--- config.mk ---
export PLATFORM = sky130hd
export DESIGN_NAME = apu_i2s_out_flat
export DESIGN_NICKNAME = d
export VERILOG_FILES = /design/src/rtl/apu_i2s_out_if.sv /design/src/rtl/apu_i2s_out.sv /design/src/flat_wrapper.sv
export SDC_FILE = /design/constraint.sdc
export NUM_CORES = 1
export LEC_CHECK = 0
export CAP_MARGIN = 20
export CORE_ASPECT_RATIO = 0.8
export CORE_MARGIN = 3
export CORE_UTILIZATION = 40
export CTS_BUF_LIST = sky130_fd_sc_hd__clkbuf_16
export CTS_CLUSTER_SIZE = 24
export DETAILED_ROUTE_END_ITERATION = 8
export PLACE_DENSITY = 0.62
export SETUP_SLACK_MARGIN = 0.5
export SLEW_MARGIN = 40
export SYNTH_ARGS = -nofsm -noshare
export SYNTH_HDL_FRONTEND = slang
export SYNTH_SLANG_ARGS = --single-unit
--- constraint.sdc ---
create_clock -name clk_i -period 5.9 [get_ports clk_i]
set_input_delay 1.77 -clock clk_i [delete_from_list [all_inputs] [get_ports clk_i]]
set_output_delay 1.77 -clock clk_i [all_outputs]
set_load 0.01 [all_outputs]
--- src/rtl/apu_i2s_out_if.sv ---
// -----------------------------------------------------------------------------
// apu_i2s_out_if
//
// Signal bundle between the APU mixer side and the I2S output stage.
//
//   enable_i      stream enable; low holds the serializer idle
//   sample_i      16-bit unsigned (offset-binary) mixed level from the APU
//   gain_i        unsigned Q4.4 gain, 0x10 = unity
//   mute_i        forces the transmitted sample to 0x0000
//   sample_stb_o  one-clk pulse when sample_i is captured
//   bclk_o        I2S bit clock
//   lrclk_o       I2S word select (0 = left, 1 = right)
//   sdata_o       I2S serial data, MSB first
//
// The slave modport is the output stage itself; the master modport is
// whatever drives it (mixer or testbench).
// -----------------------------------------------------------------------------
interface apu_i2s_out_if;
  logic        enable_i;
  logic [15:0] sample_i;
  logic [7:0]  gain_i;
  logic        mute_i;
  logic        sample_stb_o;
  logic        bclk_o;
  logic        lrclk_o;
  logic        sdata_o;

  modport master (
    output enable_i,
    output sample_i,
    output gain_i,
    output mute_i,
    input  sample_stb_o,
    input  bclk_o,
    input  lrclk_o,
    input  sdata_o
  );

  modport slave (
    input  enable_i,
    input  sample_i,
    input  gain_i,
    input  mute_i,
    output sample_stb_o,
    output bclk_o,
    output lrclk_o,
    output sdata_o
  );
endinterface : apu_i2s_out_if

--- src/rtl/apu_i2s_out.sv ---
// -----------------------------------------------------------------------------
// apu_i2s_out
//
// Output stage behind the APU mixer. Once per audio frame it captures the
// unsigned mixed level, converts it to two's complement, applies a Q4.4 gain
// with saturation and transmits it as a Philips I2S stream, the same word on
// the left and right channel. BCLK and LRCLK are derived from clk_i.
//
// Ports:
//   clk_i    system clock
//   reset_i  asynchronous reset, active-high; clears every flop
//   bus      apu_i2s_out_if.slave (enable, sample, gain, mute in;
//            sample strobe, bclk, lrclk, sdata out)
//
// Parameter:
//   BCLK_DIV system clocks per BCLK period; even and >= 4.
//
// Timing (one frame = 32 BCLK = 32*BCLK_DIV clks):
//   fall event into slot 0  : sample captured, sample_stb_o pulses
//   capture + 3 clks        : gained/saturated word y ready
//   fall event into slot 1  : y loaded into serializer, MSB of L driven
//   fall event into slot 17 : MSB of R driven
//   fall event into slot 0  : LSB of R driven (and next capture)
// -----------------------------------------------------------------------------
module apu_i2s_out #(
  parameter int BCLK_DIV = 8
) (
  input  logic          clk_i,
  input  logic          reset_i,
  apu_i2s_out_if.slave  bus
);

  if (BCLK_DIV < 4 || (BCLK_DIV % 2) != 0) begin : g_bad_div
    $error("apu_i2s_out: BCLK_DIV must be even and >= 4");
  end

  localparam int              DIV_W    = $clog2(BCLK_DIV);
  localparam logic [DIV_W-1:0] DIV_LAST = DIV_W'(BCLK_DIV - 1);
  localparam logic [DIV_W-1:0] DIV_HALF = DIV_W'(BCLK_DIV / 2);

  // ---------------------------------------------------------------------------
  // State
  // ---------------------------------------------------------------------------
  // Bit-clock divider and frame position
  logic [DIV_W-1:0] div_cnt_q, div_cnt_d;
  logic [4:0]       slot_q,    slot_d;

  // Registered I2S outputs
  logic             bclk_q,    bclk_d;
  logic             lrclk_q,   lrclk_d;
  logic             sdata_q,   sdata_d;
  logic             stb_q,     stb_d;

  // Serializer: holds the remaining bits of {L, R}
  logic [31:0]      shreg_q,   shreg_d;

  // Sample pipeline: capture -> convert -> gain -> saturate/mute
  logic [15:0]        cap_q,   cap_d;
  logic               v1_q,    v1_d;
  logic signed [15:0] s_q,     s_d;
  logic               v2_q,    v2_d;
  logic signed [24:0] prod_q,  prod_d;
  logic [15:0]        y_q,     y_d;

  // Combinational helpers
  logic [4:0]         slot_next;
  logic signed [24:0] s_ext;
  logic signed [24:0] g_ext;
  logic signed [24:0] prod_full;

  // ---------------------------------------------------------------------------
  // Divider, slot counter, capture and serializer
  // ---------------------------------------------------------------------------
  always_comb begin
    // NOTE: every _d starts from its hold value so no branch can leave one
    // unassigned and infer a latch.
    div_cnt_d = div_cnt_q;
    slot_d    = slot_q;
    bclk_d    = bclk_q;
    lrclk_d   = lrclk_q;
    sdata_d   = sdata_q;
    stb_d     = 1'b0;
    shreg_d   = shreg_q;
    cap_d     = cap_q;
    slot_next = slot_q + 5'd1;

    if (!bus.enable_i) begin
      // Idle: counters parked at the start of slot 0, outputs quiet. The
      // serializer keeps its contents but does not shift.
      div_cnt_d = '0;
      slot_d    = '0;
      bclk_d    = 1'b0;
      lrclk_d   = 1'b0;
      sdata_d   = 1'b0;
    end else begin
      if (div_cnt_q == DIV_LAST) begin
        // Fall event: BCLK goes low and everything slot-related advances.
        div_cnt_d = '0;
        slot_d    = slot_next;
        lrclk_d   = slot_next[4];

        if (slot_q == 5'd31) begin
          stb_d = 1'b1;
          cap_d = bus.sample_i;
        end

        if (slot_q == 5'd0) begin
          // Entering slot 1: load {y, y} and present its MSB in the same
          // event, which is the one-BCLK delay after the LRCLK edge.
          sdata_d = y_q[15];
          shreg_d = {y_q[14:0], y_q, 1'b0};
        end else begin
          sdata_d = shreg_q[31];
          shreg_d = {shreg_q[30:0], 1'b0};
        end
      end else begin
        div_cnt_d = div_cnt_q + 1'b1;
      end

      // Derived from the next count so bclk_o is a clean register output.
      bclk_d = (div_cnt_d >= DIV_HALF);
    end
  end

  // ---------------------------------------------------------------------------
  // Sample pipeline
  // Stages advance only behind a capture, so gain_i and mute_i are looked at
  // once per frame and a later change cannot disturb the word in flight.
  // ---------------------------------------------------------------------------
  always_comb begin
    s_d    = s_q;
    v1_d   = stb_q;
    v2_d   = v1_q;
    prod_d = prod_q;
    y_d    = y_q;

    // Operands widened to the full product width; gain is unsigned so it is
    // zero-extended.
    s_ext     = {{9{s_q[15]}}, s_q};
    g_ext     = {17'd0, bus.gain_i};
    prod_full = s_ext * g_ext;

    // Stage 1: offset-binary to two's complement (0x8000 is silence).
    if (stb_q) begin
      s_d = {~cap_q[15], cap_q[14:0]};
    end

    // Stage 2: Q4.4 gain; arithmetic shift rounds toward -inf.
    if (v1_q) begin
      prod_d = prod_full >>> 4;
    end

    // Stage 3: clamp to 16 bits, then mute.
    if (v2_q) begin
      if (prod_q > 25'sd32767) begin
        y_d = 16'h7FFF;
      end else if (prod_q < -25'sd32768) begin
        y_d = 16'h8000;
      end else begin
        y_d = prod_q[15:0];
      end
      if (bus.mute_i) begin
        y_d = 16'h0000;
      end
    end
  end

  // ---------------------------------------------------------------------------
  // Registers
  // ---------------------------------------------------------------------------
  // NOTE: sequential state is written only with non-blocking assignments so
  // every flop samples the values from before the edge.
  always_ff @(posedge clk_i or posedge reset_i) begin
    if (reset_i) begin
      div_cnt_q <= '0;
      slot_q    <= '0;
      bclk_q    <= 1'b0;
      lrclk_q   <= 1'b0;
      sdata_q   <= 1'b0;
      stb_q     <= 1'b0;
      shreg_q   <= '0;
      cap_q     <= '0;
      v1_q      <= 1'b0;
      s_q       <= '0;
      v2_q      <= 1'b0;
      prod_q    <= '0;
      y_q       <= '0;
    end else begin
      div_cnt_q <= div_cnt_d;
      slot_q    <= slot_d;
      bclk_q    <= bclk_d;
      lrclk_q   <= lrclk_d;
      sdata_q   <= sdata_d;
      stb_q     <= stb_d;
      shreg_q   <= shreg_d;
      cap_q     <= cap_d;
      v1_q      <= v1_d;
      s_q       <= s_d;
      v2_q      <= v2_d;
      prod_q    <= prod_d;
      y_q       <= y_d;
    end
  end

  // ---------------------------------------------------------------------------
  // Outputs
  // ---------------------------------------------------------------------------
  assign bus.sample_stb_o = stb_q;
  assign bus.bclk_o       = bclk_q;
  assign bus.lrclk_o      = lrclk_q;
  assign bus.sdata_o      = sdata_q;

endmodule : apu_i2s_out

--- src/flat_wrapper.sv ---
// flat-port wrapper written by rule: the top's interface ports become plain ports
module apu_i2s_out_flat 
#(
  parameter int BCLK_DIV = 8
)
  (clk_i, reset_i, bus_enable_i, bus_sample_i, bus_gain_i, bus_mute_i, bus_sample_stb_o, bus_bclk_o, bus_lrclk_o, bus_sdata_o);
  apu_i2s_out_if bus_i ();
  input  logic clk_i;
  input  logic reset_i;
  input wire logic [$bits(bus_i.enable_i)-1:0] bus_enable_i;
  input wire logic [$bits(bus_i.sample_i)-1:0] bus_sample_i;
  input wire logic [$bits(bus_i.gain_i)-1:0] bus_gain_i;
  input wire logic [$bits(bus_i.mute_i)-1:0] bus_mute_i;
  output wire logic [$bits(bus_i.sample_stb_o)-1:0] bus_sample_stb_o;
  output wire logic [$bits(bus_i.bclk_o)-1:0] bus_bclk_o;
  output wire logic [$bits(bus_i.lrclk_o)-1:0] bus_lrclk_o;
  output wire logic [$bits(bus_i.sdata_o)-1:0] bus_sdata_o;
  assign bus_i.enable_i = bus_enable_i;
  assign bus_i.sample_i = bus_sample_i;
  assign bus_i.gain_i = bus_gain_i;
  assign bus_i.mute_i = bus_mute_i;
  assign bus_sample_stb_o = bus_i.sample_stb_o;
  assign bus_bclk_o = bus_i.bclk_o;
  assign bus_lrclk_o = bus_i.lrclk_o;
  assign bus_sdata_o = bus_i.sdata_o;
  apu_i2s_out #(.BCLK_DIV(BCLK_DIV)) u_core (.clk_i(clk_i), .reset_i(reset_i), .bus(bus_i));
endmodule
==> run_results.csv <==
group,metric,value,unit
logic_synthesis,syn_area,9190,sq um
run,maxCapViolations,0,
placed_design,portBuffers,31,
grt,grt_util_all_layers,17.87,%
critical_path,slowest_stage,"fa_1",
logic_synthesis,syn-num-nets,1144,
logic_synthesis,synth_most_common_cell,"inv_1",
power_and_ir_drop,p_per_area,139.6,nW/um^2
timing,tightest_slew,0.6370,ns
power_and_ir_drop,max-vdd-ir-drop,122.7,uV
critical_path,max_stage_delay,0.56,ns
logic_synthesis,synth-xor-area-share,2.001,%
critical_path,cp_max_fo,7,
clocking,clock_path_buffers,2,
critical_path,end_kind,"flip-flop",
grt,grt_max_degree,84,
critical_path,cp_cell_sequence,"buf_12 > buf_12 > buf_6 > and2_4 > fa_2 > fa_1 > inv_2 > fa_1 > fa_1 > inv_2 > ha_4 > o211ai_4 > o21ai_4 > o2111ai_4 > a21o_1 > or4_1 > o2111ai_1",
logic_synthesis,ys_top_cells_by_count,"inv_1 (171), dfrtp_1 (112), nand2_1 (111), fa_1 (102), and2_1 (76)",
hold_path,hp-class,"flip-flop to flip-flop",
clocking,cts_root_buf,"clkbuf_16",
detailed_routing,ant_nets,0,
timing,fin_tns_setup,0,ns
clocking,clk_pin_slew_worst_paths,0.07,ns
timing,rsz0062_at_grt,"true",
timing,hold_violations,0,
floorplanning,initial_core_util,41.70,%
timing,finalSetupViolCount,0,
logic_synthesis,synth_ff_type,"dfrtp_1",
floorplanning,ios,32,
floorplanning,core,22040,sq um
logic_synthesis,ys_ff_latch,112,
timing,slew_violations,0,
detailed_routing,wl_per_cell,14.83,microns
critical_path,worstPathArrival,5.85,ns
cells_and_area,drive_gt1_share,26.06,%
detailed_routing,wirelength,20560,microns
floorplanning,die_x,175.5,microns
logic_synthesis,yosys.area_share.simple,14.17,%
clocking,h-tree-depth,3,
clocking,tritoncts,"built",
floorplanning,die-height,141.6,microns
cells_and_area,final_util,53.65,%
grt,antenna_found_initial,0,
detailed_routing,drc_errors,0,
floorplanning,die_area,24840,sq um
timing,relSlewSlack,57.41,%
grt,gr-total-overflow,0,
detailed_routing,dr.pass1.iters,5,
logic_synthesis,synth_compound_area_share,9.353,%
detailed_routing,drt_iter0_markers,446,
run_status,run_status,"finished clean",
logic_synthesis,yosysTopAreaCellShare,30.50,%
logic_synthesis,syn_inst,962,
logic_synthesis,synth_area_per_cell,9.553,sq um
detailed_routing,via_count,6879,
detailed_routing,viasPerCell,4.963,
timing,worst_clock_skew,0.01361,ns
logic_synthesis,ys_warn_count,0,
power_and_ir_drop,finalPower,0.001651,W
timing,whs,0.4512,ns
placed_design,gp_congestion,0.8124,
timing,period_share,94.52,%
logic_synthesis,yosysTopAreaCell,"dfrtp_1",
cells_and_area,area_growth_syn_to_layout,28.67,%
cells_and_area,num_antenna_cells,0,
critical_path,critPathKind,"input pin to flip-flop",
logic_synthesis,synth_top_family_by_area,"adder cells",
critical_path,start_kind,"input pin",
logic_synthesis,ys_types,49,
logic_synthesis,synthAdderAreaFrac,29.30,%
timing,fmax,179.3,MHz
logic_synthesis,async_flop_share,100.0,%
cells_and_area,fin_nets,1263,
power_and_ir_drop,p_leak,5.980,nW
floorplanning,rows,48,
clocking,cts_buffers,9,
clocking,cts.sink_count,112,
logic_synthesis,yosysSeqAreaShare,30.50,%
critical_path,worstPathRequired,6.18,ns
logic_synthesis,muxShareOfSynthArea,6.059,%
timing,period_needed,5.577,ns
placed_design,place_hpwl,14320,microns
logic_synthesis,synth_area_leaders,"dfrtp_1 (30%), fa_1 (22%), ha_1 (7.1%)",
logic_synthesis,synth_edf_count,0,
grt,grt_pass1_vias,7474,
grt,grt_pass1_wl,35910,microns
critical_path,cp_common_cell,"fa_1",
cells_and_area,fillers,1954,
clocking,clk_latency,0.37,ns
clocking,hold_buffers,0,
[state kept, by name, summed over array words and instances, names as in the netlist, 2 cells and up]
signal / flops
u_core.cap_q: 16
u_core.div_cnt_q: 2
u_core.prod_q: 21
u_core.s_q: 16
u_core.shreg_q: 31
u_core.slot_q: 4
u_core.y_q: 16
[critical path, delay by kind of cell]
family	cells	cell delay [ns]
AO/OA/AOI/OAI	5	0.79
AND/OR/NAND/NOR	2	0.67
buffers and inverters	5	0.44
adder cells (fa/ha/maj)	5	2.18
[logic make-up after synthesis]
family	Yosys count
multiplexers	50
AND/OR/NAND/NOR	271
adder cells (fa/ha/maj)	154
buffers and inverters	210
flip-flops	112
XOR/XNOR	21
AO/OA/AOI/OAI	144
[metal layers]
layer	routed length [microns]	global-route usage, %	share of wire, %	up-vias
li1	-	-	-	3277
met1	9471	24.19	46	3466
met2	9861	29.59	48	109
met3	881	3.612	4.3	27
met4	346	4.706	1.7	0
met5	0	0	0	-
[final cells by class]
cell class | instances | area [sq um] | share of cell area [%]
Timing Repair Buffer | 146 | 1493 | 12.62
Clock buffer | 9 | 225.2 | 1.905
Tap cell | 300 | 375.4 | 3.174
Multi-Input combinational cell | 640 | 6158 | 52.08
Clock inverter | 7 | 113.9 | 0.9629
Sequential cell | 112 | 2804 | 23.71
Inverter | 172 | 655.6 | 5.544
[through the flow]
stage	cells	setup slack (ns)	area, sq um
6_report	1386	0.3233	11830
5_1_grt	1386	0.2185	11830
4_1_cts	1377	0.3719	11600
3_5_place_dp	1322	-0.4748	10570
3_3_place_gp	1322	-0.4606	10560
2_1_floorplan	962	0.3689	9512
[worst paths after layout]
path	start	endpoint	slack [ns]	cells past startpoint
worst max-delay path	bus_gain_i[4]	u_core.prod_q[19]	0.32	17
worst min-delay path	u_core.div_cnt_q[0]	u_core.div_cnt_q[0]	0.45	1
worst max register to register	u_core.s_q[15]	u_core.prod_q[19]	1.33	14
worst min register to register	u_core.div_cnt_q[0]	u_core.div_cnt_q[0]	0.45	1
max in group asynchronous	reset_i	u_core.v1_q	3.20	3
min in group asynchronous	reset_i	u_core.prod_q[20]	1.87	2
[cell usage in the layout (no fill, tap or decap), types with 9 or more instances in the layout]
cell             netlist  final
ha_1                  52     34
ha_4                   0     18
nand2_2                0      9
buf_12                 0     14
and2_1                76     68
buf_4                  0     85
buf_6                  0     16
inv_1                171    153
nand2_1              111     97
clkdlybuf4s50_1        0     23
o22ai_1               16     16
mux2_2                45     44
a21oi_1               55     41
clkbuf_16              0     10
dfrtp_1              112    111
o21ai_0               41     34
xnor2_1               14     14
fa_1                 102     96
inv_2                  0     17
nor2_1                47     45
[what timing repair did]
action                                  CTS  global route
gates cloned                              4             1
pin swaps                                76            55
setup buffers                            35             8
endpoints found under the setup margin   17            15
resized for setup                        94            39
hold endpoints to repair                  0             0
[where the power goes]
part | internal (W) | leakage, nW | total (W) | switching [W]
sequential | 0.000801 | 1.45 | 0.000820 | 0.0000192
clock | 0.000384 | 0.170 | 0.000704 | 0.000320
combinational | 0.0000649 | 4.36 | 0.000126 | 0.0000616
total | 0.00125 | 5.98 | 0.00165 | 0.000400
Power figures use the tool's default switching activity.
